<file path="src/rtl/arith_seq_unit.sv">
// arith_seq_unit: handshaked ADD/SUB unit with optional iterative MUL.
// Define ARITH_SEQ_UNIT_MUL_EN to build the shift-add multiplier.
module arith_seq_unit #(
  parameter int OPERAND_WIDTH = 32
) (
  input  logic                     clk,
  input  logic                     rst,
  input  logic                     in_valid,
  output logic                     in_ready,
  input  logic [1:0]               op,
  input  logic [OPERAND_WIDTH-1:0] lhs,
  input  logic [OPERAND_WIDTH-1:0] rhs,
  output logic                     out_valid,
  input  logic                     out_ready,
  output logic [OPERAND_WIDTH-1:0] res,
  output logic                     carry,
  output logic                     zero,
  output logic                     err
);

  localparam int W  = OPERAND_WIDTH;

  typedef enum logic [1:0] {
    IDLE,
    EXEC,
    DONE
  } state_t;

  state_t   state;
  logic [W:0] sum;
  logic [W:0] dif;

  // Extra top bit gives carry-out for ADD and borrow for SUB
  always_comb begin
    sum = {1'b0, lhs} + {1'b0, rhs};
    dif = {1'b0, lhs} - {1'b0, rhs};
  end

`ifdef ARITH_SEQ_UNIT_MUL_EN
  localparam int CW = $clog2(W + 1);
  logic [2*W-1:0] mcand;
  logic [2*W-1:0] acc;
  logic [W-1:0]   mplier;
  logic [CW-1:0]  cnt;
`endif

  always_ff @(posedge clk or negedge rst) begin
    if (!rst) begin
      state     <= IDLE;
      in_ready  <= 1'b0;
      out_valid <= 1'b0;
      res       <= '0;
      carry     <= 1'b0;
      zero      <= 1'b0;
      err       <= 1'b0;
`ifdef ARITH_SEQ_UNIT_MUL_EN
      mcand     <= '0;
      acc       <= '0;
      mplier    <= '0;
      cnt       <= '0;
`endif
    end else begin
      unique case (state)
        IDLE: begin
          in_ready <= 1'b1;
          if (in_valid && in_ready) begin
            in_ready <= 1'b0;
            err      <= 1'b0;
            unique case (op)
              2'b00: begin
                res       <= sum[W-1:0];
                carry     <= sum[W];
                zero      <= (sum[W-1:0] == '0);
                out_valid <= 1'b1;
                state     <= DONE;
              end
              2'b01: begin
                res       <= dif[W-1:0];
                carry     <= dif[W];
                zero      <= (dif[W-1:0] == '0);
                out_valid <= 1'b1;
                state     <= DONE;
              end
`ifdef ARITH_SEQ_UNIT_MUL_EN
              2'b10: begin
                mcand  <= {{W{1'b0}}, lhs};
                mplier <= rhs;
                acc    <= '0;
                cnt    <= '0;
                state  <= EXEC;
              end
`endif
              default: begin
                res       <= '0;
                carry     <= 1'b0;
                zero      <= 1'b1;
                err       <= 1'b1;
                out_valid <= 1'b1;
                state     <= DONE;
              end
            endcase
          end
        end
        EXEC: begin
`ifdef ARITH_SEQ_UNIT_MUL_EN
          // One partial product per cycle; an extra cycle publishes
          if (cnt == CW'(W)) begin
            res       <= acc[W-1:0];
            carry     <= |acc[2*W-1:W];
            zero      <= (acc[W-1:0] == '0);
            err       <= 1'b0;
            out_valid <= 1'b1;
            state     <= DONE;
          end else begin
            if (mplier[0]) acc <= acc + mcand;
            mcand  <= mcand << 1;
            mplier <= mplier >> 1;
            cnt    <= cnt + 1'b1;
          end
`else
          state <= IDLE;
`endif
        end
        DONE: begin
          if (out_ready) begin
            out_valid <= 1'b0;
            in_ready  <= 1'b1;
            state     <= IDLE;
          end
        end
        default: state <= IDLE;
      endcase
    end
  end

endmodule

</file>
<file path="config.mk">
export PLATFORM = sky130hd
export DESIGN_NAME = arith_seq_unit
export DESIGN_NICKNAME = d
export VERILOG_FILES = /design/src/rtl/arith_seq_unit.sv
export SDC_FILE = /design/constraint.sdc
export NUM_CORES = 1
export LEC_CHECK = 0
export ABC_CLOCK_PERIOD_IN_PS = 3200
export CAP_MARGIN = 20
export CORE_MARGIN = 2
export CORE_UTILIZATION = 50
export DETAILED_ROUTE_END_ITERATION = 8
export PLACE_DENSITY = 0.87
export SLEW_MARGIN = 20
export SYNTH_ARGS = -nofsm -noshare
export SYNTH_HDL_FRONTEND = slang
export SYNTH_SLANG_ARGS = --single-unit
</file>
<file path="constraint.sdc">
create_clock -name clk -period 3.2 [get_ports clk]
set_clock_uncertainty 0.05 [all_clocks]
set_input_delay 0.96 -clock clk [delete_from_list [all_inputs] [get_ports clk]]
set_output_delay 0.96 -clock clk [all_outputs]
set_load 0.05 [all_outputs]
</file>
==> results of run 1 <==
## per-stage QoR
step,util (%),hold WS (ns)
4_1_cts,90.4,0.438
3_5_place_dp,80.3,0.420
3_3_place_gp,80.3,0.408
2_1_floorplan,-,0.614
## Yosys cell counts, drive strengths merged, types with 9 or more instances
library cell,number
nand2,62
a22o,11
nor4,13
buf,22
nor2,71
a21oi,85
nand4,11
xnor2,50
a211oi,10
nor3,15
o31ai,16
dfrtp,37
ha,65
o21ai,55
inv,60
clkbuf,17
nand2b,11
nand3,16
a21o,9
## logic make-up after synthesis
logic type                 share of synthesized area (%)
DFF                                                 16.7
xor gates and xnor gates                            8.96
buffers and inverters                               7.56
and+or+nand+nor                                     20.3
AOI/OAI and AO/OA                                   30.1
adders and majority gates                           15.4
muxes                                               1.08
## timing repair
action                     4_1_cts
hold buffers                     0
gates resized for setup        288
setup buffers                   48
pin swaps                      115
setup endpoints to repair       28
==> results.sh, run 1 <==
export IMPL_failing_step="global routing"
export IMPL_die_y_um=109
export IMPL_dp_cells=1206
export IMPL_crit_endpoint="zero$_DFFE_PN0P_/D"
export IMPL_avgSynthCellArea_um2=7.39
export IMPL_stop_error="[ERROR DPL-0038] Utilization greater than 100%, impossible to legalize"
export IMPL_ys_seq_area_share_pct=16.7
export IMPL_dp_slack_ns=-1.36
export IMPL_ys_seq_elements=37
export IMPL_gp_congestion=1.04
export IMPL_synthCells=752
export IMPL_numCtsBuffers=5
export IMPL_async_flop_share_pct=100
export IMPL_portBuffers=106
export IMPL_synth_top_area_share_pct=16.7
export IMPL_ys_warn_count=0
export IMPL_synth_largest_area_cell="dfrtp_1"
export IMPL_synthTopCellsByArea="dfrtp_1 17%, ha_1 15%, xnor2_1 7.7%"
export IMPL_synth_cell_types=76
export IMPL_fp_row_count=38
export IMPL_start_util_pct=51.3
export IMPL_dp_hpwl_um=18000
export IMPL_yosys_most_used_dff="dfrtp_1"
export IMPL_placed_cell_area_mm2=0.00871
export IMPL_cts_root_buf="clkbuf_8"
export IMPL_syn_area_mm2=0.00556
export IMPL_floorplan_io_pins=107
export IMPL_synth_edff_count=0
export IMPL_die_w_um=109
export IMPL_clock_path_buffers=2
export IMPL_syn_nets=889
export IMPL_status="did not finish"
export IMPL_worstEpCategory="register data pin"
export IMPL_grt_start_max_net_pins=38
export IMPL_clock_sinks=37
export IMPL_htree_levels=2
==> run 2, diff against run 1 <==
CORE_UTILIZATION = 35   (was 50)
PLACE_DENSITY = unset   (was 0.87)
PLACE_DENSITY_LB_ADDON = 0.15   (was unset)
==> results.sh, run 2 <==
export IMPL_largest_reg_flops=32
export IMPL_synth_cell_types=76
export IMPL_post_drt_via_cell_ratio=5.26
export IMPL_p_per_area_mw_per_mm2=463
export IMPL_grt_antenna_before_repair=0
export IMPL_status="finished with violations"
export IMPL_ys_warn_count=0
export IMPL_clock_path_buffers=2
export IMPL_power_frac_seq_pct=16.8
export IMPL_layout_common_cells="284 x buf_4, 63 x clkdlybuf4s50_1, 59 x nor2_1"
export IMPL_avgSynthCellArea_um2=7.39
export IMPL_ys_seq_area_share_pct=16.7
export IMPL_hold_violations=0
export IMPL_power_share_switching_pct=47.2
export IMPL_dp_hpwl_um=17400
export IMPL_diodes=0
export IMPL_max_cap_violations=0
export IMPL_final_common_cell="buf_4"
export IMPL_worstSetupStartpointType="input pin"
export IMPL_dieArea_mm2=0.0169
export IMPL_synthTopCellsByArea="dfrtp_1 17%, ha_1 15%, xnor2_1 7.7%"
export IMPL_drt_iter0_drc=535
export IMPL_cts_tree="done"
export IMPL_violations="setup timing"
export IMPL_grt_ovfl_total=0
export IMPL_fp_row_count=46
export IMPL_whs_ns=0.429
export IMPL_cp_data_arrival_time_ns=3.81
export IMPL_cts_root_buf="clkbuf_16"
export IMPL_synth_edff_count=0
export IMPL_min_period_over_period_pct=115
export IMPL_synth_most_common_cell="a21oi_1"
export IMPL_internal_power_mw=2.64
export IMPL_die_y_um=130
export IMPL_ys_seq_elements=37
export IMPL_slowest_stage="a311o_2"
export IMPL_top_register="res"
export IMPL_cp_top_family="compound AO/OA/AOI/OAI gates"
export IMPL_async_flop_share_pct=100
export IMPL_slew_headroom_pct=49.0
export IMPL_max_clock_freq_mhz=271
export IMPL_grt_pass1_wl_um=34400
export IMPL_clock_sinks=37
export IMPL_post_drt_wl_per_cell_um=16.6
export IMPL_worstPathMaxFanout=4
export IMPL_track_usage_pct=25.3
export IMPL_synth_largest_area_cell="dfrtp_1"
export IMPL_floorplan_io_pins=107
export IMPL_htree_levels=2
export IMPL_clk_pin_slew_worst_paths_ns=0.06
export IMPL_ant_nets=0
export IMPL_fin_util_pct=68.7
export IMPL_portBuffers=106
export IMPL_drt_pass1_iterations=5
export IMPL_grt_pass1_vias=6919
export IMPL_gp_congestion=0.951
export IMPL_drc=0
export IMPL_synth_top_area_share_pct=16.7
export IMPL_setup_ws_ns=-0.495
export IMPL_numCtsBuffers=5
export IMPL_drt_total_wl_um=22500
export IMPL_core_mm2=0.0157
export IMPL_max_vdd_ir_drop_mv=0.550
export IMPL_power_leakage_nw=4.85
export IMPL_slowest_delay_ns=0.39
export IMPL_die_w_um=130
export IMPL_grt_start_max_net_pins=49
export IMPL_worstSetupEndpointType="register"
export IMPL_synthCells=752
export IMPL_required_ns=3.31
export IMPL_nNetsFinal=1277
export IMPL_worst_pin_slew_ns=0.758
export IMPL_hp_class="reg -> reg"
export IMPL_yosys_top_cells_count="84 x a21oi_1, 70 x nor2_1, 65 x ha_1"
export IMPL_clk_insertion_delay_late_ns=0.28
export IMPL_slew_viol_final=0
export IMPL_fin_crit_ns=3.70
export IMPL_yosys_most_used_dff="dfrtp_1"
export IMPL_rsz0062_at_grt="yes"
export IMPL_setup_viol=15
export IMPL_layout_drive_gt1_share_pct=49.9
export IMPL_combPwrFrac_pct=72.2
export IMPL_syn_nets=889
export IMPL_syn_area_mm2=0.00556
export IMPL_power_switching_mw=2.36
export IMPL_vias=7134
export IMPL_crit_chain="buf_12 > inv_12 > ha_4 > inv_2 > fa_2 > a21o_1 > a311o_2 > a211oi_4 > o31ai_4 > o2111ai_2 > a211oi_2 > nor4b_2 > a311oi_1 > buf_4 > nand3_1 > o21ai_1 > a31o_1"
export IMPL_areaGrowthSynthToFinish_pct=94.2
export IMPL_start_util_pct=35.4
export IMPL_critPathBufInv=4
export IMPL_worst_setup_path_type="in -> reg"
export IMPL_power_frac_clock_pct=11.0
-- run 2: worst paths after layout --
check | from | endpoint | slack, ns | cells after the start
hold / removal | res[4] | res[4] | 0.43 | 2
max in group asynchronous | rst | res[30] | 1.74 | 2
hold reg to reg | res[4] | res[4] | 0.43 | 2
min in group asynchronous | rst | res[3] | 1.04 | 2
setup / recovery | lhs[0] | zero | -0.50 | 17
setup reg to reg | out_valid | zero | 0.36 | 11
-- run 2: timing repair --
| action | 4_1_cts | 5_1_grt |
|---|---|---|
| resized for setup | 223 | 177 |
| hold buffers | 0 | 0 |
| setup buffers | 39 | 25 |
| pin swaps | 107 | 103 |
| endpoints found under the setup margin | 28 | 24 |
-- run 2: kinds of logic after synthesis --
family                     Yosys count  synth area share (%)
xor gates and xnor gates            56                  8.96
buffers and inverters              102                  7.56
DFF                                 37                  16.7
and+or+nand+nor                    233                  20.3
muxes                                6                  1.08
AOI/OAI and AO/OA                  251                  30.1
adders and majority gates           67                  15.4
-- run 2: stage by stage --
step                      cells  power [mW]  TNS (ns)  instance area, µm²  worst slack, ns
after detailed placement   1291        3.93    -23.69                8880            -1.46
final                      1357        5.00     -3.70               10800           -0.495
after CTS                  1337        4.76     -5.40               10100           -0.625
after global routing       1357        5.27     -5.67               10800           -0.710
after floorplan             752        2.58     -1.28                5820           -0.357
after global placement     1291        3.90    -22.72                8880            -1.40
-- run 2: layout make-up --
| cell class | count | area (µm²) |
|---|---|---|
| clock buffers | 6 | 129 |
| well taps | 216 | 270 |
| multi-input cells | 613 | 5650 |
| inverters | 63 | 262 |
| fillers | 1287 | 4920 |
| clock inverters | 2 | 38.8 |
| flip-flops and latches | 37 | 926 |
| repair buffers | 420 | 3510 |
-- run 2: metal layers --
metal | share of wire (%) | GRT usage (%) | vias up
li1 | - | - | 3481
met1 | 48 | 36.5 | 3419
met2 | 47 | 41.0 | 201
met3 | 4.1 | 2.67 | 33
met4 | 1.4 | 5.57 | 0
met5 | 0 | 0 | -
-- run 2: worst min-delay path, cell delays in order, from the launching register on --
cell     delay (ns)
dfrtp_1        0.34
nand2_1        0.05
o21ai_0        0.06
-- run 2: power by group through the flow --
stage	combinational (mW)	sequential [mW]	clock, mW
floorplan	1.03	1.55	0
global placement	3.06	0.833	0
detailed placement	3.09	0.841	0
CTS	3.37	0.834	0.556
global route	3.83	0.859	0.581
finish	3.61	0.838	0.551
No activity file was read; power rests on OpenSTA's default activity.
